[src/rtl/fd_instr_queue.sv]
// Instruction queue between fetch and decode: buffers {PC, Instr} pairs so
// fetch keeps running while decode stalls; F_Full throttles the fetch PC.
module fd_instr_queue #(
    parameter int          DEPTH     = 4,
    parameter int          ADDR_W    = 2,
    parameter logic [31:0] NOP_INSTR = 32'h0000_0000
) (
    input  logic              clk,
    input  logic              reset,
    input  logic              F_Valid,
    input  logic [31:0]       F_PC,
    input  logic [31:0]       F_Instr,
    output logic              F_Full,
    input  logic              D_Ready,
    output logic              D_Valid,
    output logic [31:0]       D_PC,
    output logic [31:0]       D_Instr,
    input  logic              Flush,
    output logic [ADDR_W:0]   Count
);

    localparam logic [ADDR_W:0] FULL_CNT = (ADDR_W+1)'(DEPTH);

    logic [DEPTH-1:0][31:0] mem_pc;
    logic [DEPTH-1:0][31:0] mem_instr;
    logic [ADDR_W-1:0]      wr_ptr;
    logic [ADDR_W-1:0]      rd_ptr;
    logic [ADDR_W:0]        cnt;
    logic                   push;
    logic                   pop;

    // Full depends on cnt alone, so there is no path from D_Ready to fetch.
    assign F_Full  = (cnt == FULL_CNT);
    assign D_Valid = (cnt != '0);
    assign Count   = cnt;

    assign push = F_Valid & ~F_Full & ~Flush;
    assign pop  = D_Ready & D_Valid & ~Flush;

    always_comb begin
        D_PC    = 32'h0;
        D_Instr = NOP_INSTR;
        if (D_Valid) begin
            D_PC    = mem_pc[rd_ptr];
            D_Instr = mem_instr[rd_ptr];
        end
    end

    // Storage carries no reset; stale contents are masked by D_Valid.
    always_ff @(posedge clk) begin
        if (push) begin
            mem_pc[wr_ptr]    <= F_PC;
            mem_instr[wr_ptr] <= F_Instr;
        end
    end

    always_ff @(posedge clk) begin
        if (reset || Flush) begin
            wr_ptr <= '0;
            rd_ptr <= '0;
            cnt    <= '0;
        end else begin
            if (push) wr_ptr <= wr_ptr + ADDR_W'(1);
            if (pop)  rd_ptr <= rd_ptr + ADDR_W'(1);
            case ({push, pop})
                2'b10:   cnt <= cnt + (ADDR_W+1)'(1);
                2'b01:   cnt <= cnt - (ADDR_W+1)'(1);
                default: cnt <= cnt;
            endcase
        end
    end

endmodule

[config.mk]
export PLATFORM = sky130hd
export DESIGN_NAME = fd_instr_queue
export DESIGN_NICKNAME = d
export VERILOG_FILES = /design/src/rtl/fd_instr_queue.sv
export SDC_FILE = /design/constraint.sdc
export NUM_CORES = 1
export LEC_CHECK = 0
export CAP_MARGIN = 10
export CORE_ASPECT_RATIO = 0.7
export CORE_UTILIZATION = 54
export DETAILED_ROUTE_END_ITERATION = 10
export PLACE_DENSITY = 0.78
export SYNTH_ARGS = -nofsm -noshare
export SYNTH_HDL_FRONTEND = slang
export SYNTH_SLANG_ARGS = --single-unit
export TNS_END_PERCENT = 30
[constraint.sdc]
create_clock -name clk -period 4.7 [get_ports clk]
set_input_delay 1.41 -clock clk [delete_from_list [all_inputs] [get_ports clk]]
set_output_delay 1.41 -clock clk [all_outputs]
set_load 0.02 [all_outputs]
==> results of run 1 <==
final timing paths:
kind / end / slack, ps / depth (start not counted)
min reg2reg: Count[2] / 580 / 2
max: D_Instr[24] / 500 / 3
max reg2reg: Count[2] / 2180 / 9
min: Count[2] / 580 / 2
per-layer routing:
| metal | track usage [%] | up-vias | wire (µm) |
|---|---|---|---|
| met1 | 29.4 | 2446 | 8100 |
| met2 | 31.0 | 175 | 8540 |
| met5 | 0 | - | 27 |
| met3 | 4.87 | 28 | 1420 |
| met4 | 3.82 | 4 | 298 |
| li1 | - | 2143 | - |
state kept, by name, summed over array words and instances, names as in the netlist:
name,cells
mem_pc,128
mem_instr,128
wr_ptr,2
Count,3
rd_ptr,2
area by class of cell:
class	count	area share [%]
Clock buffer	33	5.36
Clock inverter	11	1.01
Inverter	7	0.209
Multi-Input combinational cell	165	17.0
Sequential cell	263	62.2
Tap cell	236	2.34
Timing Repair Buffer	144	11.9
report_power, final:
group	leakage, nW	total (mW)	switching, mW	internal [mW]
Combinational	1.19	0.235	0.111	0.124
Sequential	2.38	2.61	0.00818	2.61
Clock	0.399	1.95	0.776	1.17
Total	3.98	4.80	0.896	3.90
through the flow:
stage               power [mW]  worst slack [ps]  hold slack (ps)  util [%]
global placement          2.89              1090              502      65.0
floorplan                 2.76               964              519         -
finish                    4.80               504              576      69.4
CTS                       4.83               435              568      69.4
global route              4.94               325              596      69.4
detailed placement        2.90               958              558      65.0
kinds of logic (layout without fill, tap and decap cells):
family	Yosys count	after routing	synth area share (%)
AOI/OAI and AO/OA	8	8	0.557
xor gates and xnor gates	4	4	0.347
adders and majority gates	6	6	0.817
buffers and inverters	30	195	1.60
muxes	64	64	14.3
and+or+nand+nor	83	83	4.98
DFF	263	263	77.4
cells in the final DEF, fill, tap and decap left out, types with 6 or more instances in the layout:
cell type,netlist,final
inv_1,7,7
clkdlybuf4s50_1,0,137
edfxtp_1,256,256
clkbuf_16,0,25
clkbuf_1,9,6
and2_1,65,65
buf_12,0,6
clkinv_2,0,6
mux4_2,64,64
nor2_1,7,7
tightest hold or removal path, cell delays in order, from the launching register on:
cell and delay [ps]:
dfxtp_1 350, o21ai_0 100, a21oi_1 70
==> flow_metrics.tcl, run 1 <==
set metrics [dict create \
    post-route-drc-count 25 \
    cts_root_buffer "clkbuf_16" \
    fill_cells 1144 \
    synth_cell_type_count 26 \
    antenna_found_initial 2 \
    avgSynthCellArea_um2 22.1 \
    netlist_instances 458 \
    finalCritPeriodShare_pct 89.3 \
    outcome "complete, but fails checks" \
    synth_most_common_cell "edfxtp_1" \
    crit_path_top_delay_cell "or3_2" \
    yosysTopAreaCell "edfxtp_1" \
    syn_to_final_growth_pct 24.6 \
    postRouteWirelength_mm 18.4 \
    ys_seq_area_share_pct 77.4 \
    instances_no_fill 859 \
    hold_class "register to register" \
    synth-seq-cells 263 \
    synth_area_leaders "edfxtp_1 76%, mux4_2 14%, and2_1 4.0%" \
    viasPerCell 5.58 \
    synth_commonest_cells "256 x edfxtp_1, 65 x and2_1, 64 x mux4_2" \
    p_leak_nw 3.98 \
    setup_tns_ps 0 \
    dp_cells 815 \
    required_ps 3290 \
    clkTransAtPathRegs_ps 60 \
    die_y_um 116 \
    post_cts_resized 0 \
    drive_gt1_share_pct 18.6 \
    path_cells "or3_2, and2_1, clkdlybuf4s50_1" \
    hpwl_mm 11.0 \
    fp.dieW_um 166 \
    overflow 0 \
    cts_tree "done" \
    grt_max_degree 66 \
    rows 41 \
    synth_edf_count 256 \
    initial_core_util_pct 55.7 \
    multi_input_area_um2 2140 \
    synth_top_area_share_pct 76.1 \
    violations "design-rule violations" \
    peakVddDrop_mv 0.219 \
    clock_skew_ps 8.68 \
    max_stage_delay_ps 870 \
    grt_pass1_wl_mm 28.3 \
    hold_start "Count[2]" \
    criticalPathCategory "register to primary output" \
    drv_cap 0 \
    yosys_most_used_dff "edfxtp_1" \
    syn-num-nets 533 \
    cts-hold-fix-buffers 0 \
    cp-startpoint "Count[0]" \
    clockBufferDepth 3 \
    num_vias 4796 \
    grt_use_total_pct 19.9 \
    worst_pin_slew_ps 1070 \
    post_cts_buffers 0 \
    portBuffers 137 \
    power_density_nw_per_um2 381 \
    dr.pass1.iters 7 \
    max_slew_margin_pct 28.9 \
    dieArea_um2 19300 \
    htreeDepth 1 \
    seq_area_um2 7840 \
    finalHoldViolCount 0 \
    worstSkewPairLatency_ps 500 \
    nets 680 \
    cp_top_family "simple AND/OR/NAND/NOR gates" \
    setup_viol 0 \
    path_max_fanout 65 \
    wl_per_cell_um 21.4 \
    io_pins 138 \
    first_global_vias 5117 \
    ys_async_sr_fraction_pct 0 \
    fin_crit_ps 4200 \
    synth_area_um2 10100 \
    startpoint_type "register" \
    cp.arrival_ps 2790 \
    detailed_place.area_um2 11800 \
    critPathCaptureType "primary output" \
    finalInstanceArea_um2 12600 \
    path_buf_inv 1 \
    place.gp.congestion 0.795 \
    drv_slew 0 \
    rsz0062_at_grt "false" \
    diodes 0 \
    first_iter_violations 385 \
    yosys_warnings 0 \
    regToRegStartpoint "Count[2]" \
    ant_nets 0 \
    fmax_mhz 238 \
    cts_sinks 263 \
    coreArea_um2 18200 \
    cts_buffers 24 \
]
Power figures use the tool's default switching activity.
==> inputs of run 2 (changes only) <==
- SKIP_LAST_GASP: default -> 1
==> results of run 2 <==
Same layout as run 1: the final DEF is identical, and so are final timing and power.
==> inputs of run 3 (changes only) <==
- SETUP_SLACK_MARGIN: default -> 0.1
==> results of run 3 <==
Same layout as run 1: the final DEF is identical, and so are final timing and power.
